[config.mk]
export PLATFORM = sky130hd
export DESIGN_NAME = universal_register
export DESIGN_NICKNAME = d
export VERILOG_FILES = /design/src/rtl/universal_register.sv
export SDC_FILE = /design/constraint.sdc
export NUM_CORES = 1
export LEC_CHECK = 0
export BUFFER_PORTS_ARGS = -buffer_cell sky130_fd_sc_hd__buf_4
export CORE_UTILIZATION = 58
export CTS_CLUSTER_SIZE = 16
export DETAILED_ROUTE_END_ITERATION = 10
export PLACE_DENSITY = 0.86
export SETUP_SLACK_MARGIN = 0.4
export SLEW_MARGIN = 20
export SYNTH_ARGS = -nofsm -noshare
export SYNTH_HDL_FRONTEND = slang
export SYNTH_SLANG_ARGS = --single-unit
[constraint.sdc]
create_clock -name clk -period 2.5 [get_ports clk]
set_input_delay 0.5 -clock clk [delete_from_list [all_inputs] [get_ports clk]]
set_output_delay 0.5 -clock clk [all_outputs]
set_load 0.02 [all_outputs]
[src/rtl/universal_register.sv]
// WIDTH-bit universal register: load, shift, rotate, increment and decrement, updated on the falling clock edge.
// carry_out records the carry, borrow or shifted-out bit; zero flags q == 0 combinationally.
module universal_register #(
  parameter int              WIDTH       = 8,
  parameter logic [WIDTH-1:0] RESET_VALUE = '0
) (
  input  logic             clk,
  input  logic             reset,
  input  logic [WIDTH-1:0] d,
  input  logic             w,
  input  logic [2:0]       mode,
  input  logic             serial_in,
  output logic [WIDTH-1:0] q,
  output logic             carry_out,
  output logic             zero
);

  typedef enum logic [2:0] {
    MODE_HOLD = 3'b000,
    MODE_LOAD = 3'b001,
    MODE_SHL  = 3'b010,
    MODE_SHR  = 3'b011,
    MODE_ROL  = 3'b100,
    MODE_ROR  = 3'b101,
    MODE_INC  = 3'b110,
    MODE_DEC  = 3'b111
  } mode_e;

  mode_e            op;
  logic [WIDTH-1:0] q_q, q_d;
  logic             carry_q, carry_d;
  logic [WIDTH:0]   inc_sum;

  assign op      = mode_e'(mode);
  assign inc_sum = {1'b0, q_q} + {{WIDTH{1'b0}}, 1'b1};

  always_comb begin
    q_d     = q_q;
    carry_d = carry_q;
    if (reset) begin
      q_d     = RESET_VALUE;
      carry_d = 1'b0;
    end else if (w) begin
      unique case (op)
        MODE_HOLD: begin
          q_d     = q_q;
          carry_d = carry_q;
        end
        MODE_LOAD: begin
          q_d     = d;
          carry_d = 1'b0;
        end
        MODE_SHL: begin
          q_d     = {q_q[WIDTH-2:0], serial_in};
          carry_d = q_q[WIDTH-1];
        end
        MODE_SHR: begin
          q_d     = {serial_in, q_q[WIDTH-1:1]};
          carry_d = q_q[0];
        end
        MODE_ROL: begin
          q_d     = {q_q[WIDTH-2:0], q_q[WIDTH-1]};
          carry_d = q_q[WIDTH-1];
        end
        MODE_ROR: begin
          q_d     = {q_q[0], q_q[WIDTH-1:1]};
          carry_d = q_q[0];
        end
        MODE_INC: begin
          q_d     = inc_sum[WIDTH-1:0];
          carry_d = inc_sum[WIDTH];
        end
        MODE_DEC: begin
          // Borrow only when wrapping from zero to all ones.
          q_d     = q_q - {{(WIDTH-1){1'b0}}, 1'b1};
          carry_d = (q_q == '0);
        end
        default: begin
          q_d     = q_q;
          carry_d = carry_q;
        end
      endcase
    end
  end

  // Reset is synchronous; all state moves on the falling edge.
  always_ff @(negedge clk) begin
    q_q     <= q_d;
    carry_q <= carry_d;
  end

  assign q         = q_q;
  assign carry_out = carry_q;
  assign zero      = (q_q == '0);

endmodule

==> results.sh, run 1 <==
export IMPL_io_buffers=24
export IMPL_postCtsHoldBufs=0
export IMPL_async_reset_ff_frac=0
export IMPL_pre_cts_slack_ns=-0.637
export IMPL_die_width_um=45.8
export IMPL_cts_htree_levels=1
export IMPL_cts_path_max_buffers=2
export IMPL_synthTopCellsByCount="sky130_fd_sc_hd__a21oi_1 (14), sky130_fd_sc_hd__nor2_1 (12), sky130_fd_sc_hd__dfxtp_1 (9), sky130_fd_sc_hd__nand2_1 (9), sky130_fd_sc_hd__inv_1 (7)"
export IMPL_top_area_cells_in_the_synthesized_netlist="sky130_fd_sc_hd__dfxtp_1 (16%), sky130_fd_sc_hd__a21oi_1 (6.3%), sky130_fd_sc_hd__buf_6 (5.1%)"
export IMPL_muxShareOfSynthArea=0.0360
export IMPL_synthesis_area_per_instance_um2=7.82
export IMPL_placement_rows=15
export IMPL_number_of_nets_in_the_synthesized_netlist=160
export IMPL_yosys_cell_types_count=49
export IMPL_cts_inserted_buffers=3
export IMPL_dominant_combinational_cell_family_by_area_after_synthesis="compound AO/OA/AOI/OAI gates"
export IMPL_synth_xor_area_share=0.0619
export IMPL_synthAdderAreaFrac=0.0338
export IMPL_cts_repair_timing_setup_buffer_count=10
export IMPL_synth_seq_cells=9
export IMPL_clock_sinks=9
export IMPL_ys_dominant_reg_cell="sky130_fd_sc_hd__dfxtp_1"
export IMPL_fp_dieH_um=45.8
export IMPL_clock_root_buffer="sky130_fd_sc_hd__clkbuf_4"
export IMPL_place_congestion=0.886
export IMPL_synth_warnings=0
export IMPL_initial_utilization=0.630
export IMPL_dp_hpwl_mm=2.51
export IMPL_synth_largest_type_area_fraction=0.162
export IMPL_synth_edff_count=0
export IMPL_synthSimpleGateAreaFrac=0.268
export IMPL_cts_resized=53
export IMPL_synth_area_in_compound_gates=0.295
export IMPL_outcome_stop_stage="clock tree synthesis (4_1_cts)"
export IMPL_synth_seq_area_share=0.162
export IMPL_io_pins=25
export IMPL_error_message="[ERROR DPL-0038] Utilization greater than 100%, impossible to legalize"
export IMPL_post_synth_top_count_cell="sky130_fd_sc_hd__a21oi_1"
export IMPL_synth_top_area_cell="sky130_fd_sc_hd__dfxtp_1"
export IMPL_post_synth_instance_area_mm2=0.00111
export IMPL_netlist_instances=142
export IMPL_outcome="did not finish"
metrics by stage:
stage          cells  cell area (µm²)  hold WS [ns]  utilization
3_5_place_dp     206             1510         0.531        0.855
3_3_place_gp     206             1510         0.523        0.855
2_1_floorplan    142             1230         0.553            -
cell families after synthesis:
group / count (synthesis)
buffers and inverters: 21
AO/OA/AOI/OAI: 47
adder cells (fa/ha/maj): 3
XOR/XNOR: 7
multiplexers: 4
flip-flops: 9
AND/OR/NAND/NOR: 51
==> run 2, diff against run 1 <==
- CORE_AREA: unset -> 2 2 63 65
- CORE_UTILIZATION: 58 -> unset
- CTS_CLUSTER_SIZE: 16 -> unset
- DIE_AREA: unset -> 0 0 65 67
- PLACE_DENSITY: 0.86 -> unset
- PLACE_DENSITY_LB_ADDON: unset -> 0.15
- SETUP_SLACK_MARGIN: 0.4 -> unset
==> run 2 against run 1 <==
Compared with the run above: the flow now finishes, with violations (negative setup slack); area after synthesis unchanged; synthesized cell count unchanged.
==> results.sh, run 2 <==
export IMPL_power_density_cell_area_mw_per_mm2=439
export IMPL_timing_setup_tns_ns=-2.03
export IMPL_avgRoutedWirePerCell_um=15.7
export IMPL_finClkSkew_ns=0.00926
export IMPL_reg2regPathDepth=7
export IMPL_wirelength_mm=4.20
export IMPL_failing_checks="negative setup slack"
export IMPL_worst_hold_path_type="flop to flop"
export IMPL_worstPathArrival_ns=2.87
export IMPL_pre_cts_slack_ns=-0.625
export IMPL_dieArea_mm2=0.00436
export IMPL_cts_htree_levels=1
export IMPL_switchingPower_mw=0.304
export IMPL_core_area_mm2=0.00361
export IMPL_post_dr_vias_cell=5.23
export IMPL_post_synth_instance_area_mm2=0.00111
export IMPL_rsz_0062_raised_after_global_routing="yes"
export IMPL_grt_start_max_net_pins=13
export IMPL_final_net_count=239
export IMPL_number_of_nets_in_the_synthesized_netlist=160
export IMPL_synthesis_area_per_instance_um2=7.82
export IMPL_drive_above_1_share=0.564
export IMPL_largest_register_ffs=8
export IMPL_placement_rows=22
export IMPL_synth_seq_cells=9
export IMPL_mostFrequentLayoutCell="sky130_fd_sc_hd__buf_4"
export IMPL_synth_seq_area_share=0.162
export IMPL_post_synth_top_count_cell="sky130_fd_sc_hd__a21oi_1"
export IMPL_clk_latency_ns=0.30
export IMPL_crit_path_end_kind="primary output"
export IMPL_synth_edff_count=0
export IMPL_share_seq_of_total_power=0.181
export IMPL_critPathLaunch="q[2]"
export IMPL_io_buffers=24
export IMPL_final_core_util=0.583
export IMPL_area_growth_pct=89.2
export IMPL_async_reset_ff_frac=0
export IMPL_cp_max_fo=2
export IMPL_initial_utilization=0.308
export IMPL_setup_slack_ns=-0.867
export IMPL_drt_antenna_violating_nets=0
export IMPL_synth_warnings=0
export IMPL_top_area_cells_in_the_synthesized_netlist="sky130_fd_sc_hd__dfxtp_1 (16%), sky130_fd_sc_hd__a21oi_1 (6.3%), sky130_fd_sc_hd__buf_6 (5.1%)"
export IMPL_required_ns=2.00
export IMPL_worst_r2r_startpoint="q[0]"
export IMPL_switching_share=0.329
export IMPL_fin_hold_ws_ns=0.596
export IMPL_clk_pin_slew_ns=0.03
export IMPL_timing_hold_violations_final=0
export IMPL_slew_viol_final=0
export IMPL_grt_pass1_vias=1360
export IMPL_detailroute_via_count=1401
export IMPL_clock_power_share=0.355
export IMPL_irDropWorstVdd_v=0.000197
export IMPL_initial_antenna_violation_count=0
export IMPL_ys_dominant_reg_cell="sky130_fd_sc_hd__dfxtp_1"
export IMPL_area_used_by_multi_input_combinational_logic_um2=952
export IMPL_yosys_cell_types_count=49
export IMPL_detail_route_first_pass_iterations=4
export IMPL_globalRouteOverflowTotal=0
export IMPL_grt_pass1_wl_mm=6.38
export IMPL_postCtsHoldBufs=0
export IMPL_detail_route_drc_violations=0
export IMPL_synth_largest_type_area_fraction=0.162
export IMPL_cts_inserted_buffers=3
export IMPL_p_leak_nw=0.936
export IMPL_clock_sinks=9
export IMPL_cts_tree="yes"
export IMPL_drv_max_cap_violation_count=0
export IMPL_min_delay_path_depth=3
export IMPL_internal_power_mw=0.620
export IMPL_cts_path_max_buffers=2
export IMPL_worstSetupStartpointType="flop"
export IMPL_netlist_instances=142
export IMPL_layout_cells_most_common_list="sky130_fd_sc_hd__buf_4 (47), sky130_fd_sc_hd__buf_6 (26), sky130_fd_sc_hd__inv_1 (15)"
export IMPL_outcome="finished with violations"
export IMPL_io_pins=25
export IMPL_first_iter_violations=117
export IMPL_slew_headroom=0.811
export IMPL_die_width_um=65
export IMPL_worst_tran_pin_value_ns=0.282
export IMPL_antennaDiodeCount=0
export IMPL_fp_dieH_um=67
export IMPL_worst_hold_startpoint="q[1]"
export IMPL_synth_top_area_cell="sky130_fd_sc_hd__dfxtp_1"
export IMPL_clock_root_buffer="sky130_fd_sc_hd__clkbuf_8"
export IMPL_share_comb_of_total_power=0.464
export IMPL_report_final_setup_viol=19
export IMPL_worst_setup_path_type="flop to primary output"
export IMPL_place_congestion=0.889
export IMPL_synthTopCellsByCount="sky130_fd_sc_hd__a21oi_1 (14), sky130_fd_sc_hd__nor2_1 (12), sky130_fd_sc_hd__dfxtp_1 (9), sky130_fd_sc_hd__nand2_1 (9), sky130_fd_sc_hd__inv_1 (7)"
export IMPL_nFillCells=305
export IMPL_final_seq_area_um2=191
export IMPL_dp_hpwl_mm=2.64
export IMPL_grtUsageTotal=0.192
run 2: cell counts after synthesis:
No cell type changed its count.
run 2: final cells by class:
cell class                      count  area share
Clock buffer                        3      0.0196
Clock inverter                     10      0.0304
Inverter                            6      0.0107
Multi-Input combinational cell    112       0.453
Sequential cell                     9      0.0911
Tap cell                           48      0.0286
Timing Repair Buffer               80       0.367
run 2: worst max-delay path: stages, from the launching register on:
cell,delay [ns]
sky130_fd_sc_hd__dfxtp_2,0.31
sky130_fd_sc_hd__or4_4,0.56
sky130_fd_sc_hd__nor4b_4,0.26
sky130_fd_sc_hd__buf_4,0.19
run 2: timing repair:
item / in CTS / in global routing
cloned: 0 / 0
endpoints found under the setup margin: 19 / 19
gates resized for setup: 45 / 25
pin swaps: 14 / 11
setup buffers: 19 / 11
run 2: routing by layer:
metal / wire length [µm] / global-route usage
met1: 1770 / 0.244
met2: 2140 / 0.331
met3: 246 / 0.0169
met4: 37 / 0.0771
met5: 0 / 0
run 2: final timing paths:
check                           endpoint  slack, ns
worst max-delay path                zero      -0.87
worst min-delay path                q[1]       0.60
worst max register to register      q[5]       0.44
worst min register to register      q[1]       0.60
run 2: power groups by stage:
stage	clock network, mW	registers (mW)	logic (mW)
3_3_place_gp	0.0246	0.165	0.303
6_report	0.328	0.167	0.428
3_5_place_dp	0.0246	0.165	0.307
4_1_cts	0.339	0.166	0.378
5_1_grt	0.355	0.168	0.456
2_1_floorplan	0.0246	0.183	0.194
run 2: per-stage QoR:
step           cells  area (µm²)  total power [mW]
5_1_grt          268        2100             0.979
2_1_floorplan    142        1200             0.401
3_3_place_gp     227        1490             0.493
3_5_place_dp     227        1490             0.496
6_report         268        2100             0.924
4_1_cts          258        1920             0.883
run 2: kinds of logic (layout without fill, tap and decap cells):
| logic type | count (synthesis) | in the layout | synth area share |
|---|---|---|---|
| flip-flops | 9 | 9 | 0.162 |
| multiplexers | 4 | 4 | 0.0360 |
| AO/OA/AOI/OAI | 47 | 47 | 0.295 |
| XOR/XNOR | 7 | 7 | 0.0619 |
| adder cells (fa/ha/maj) | 3 | 3 | 0.0338 |
| AND/OR/NAND/NOR | 51 | 51 | 0.268 |
| buffers and inverters | 21 | 99 | 0.143 |
Power figures use the tool's default switching activity.
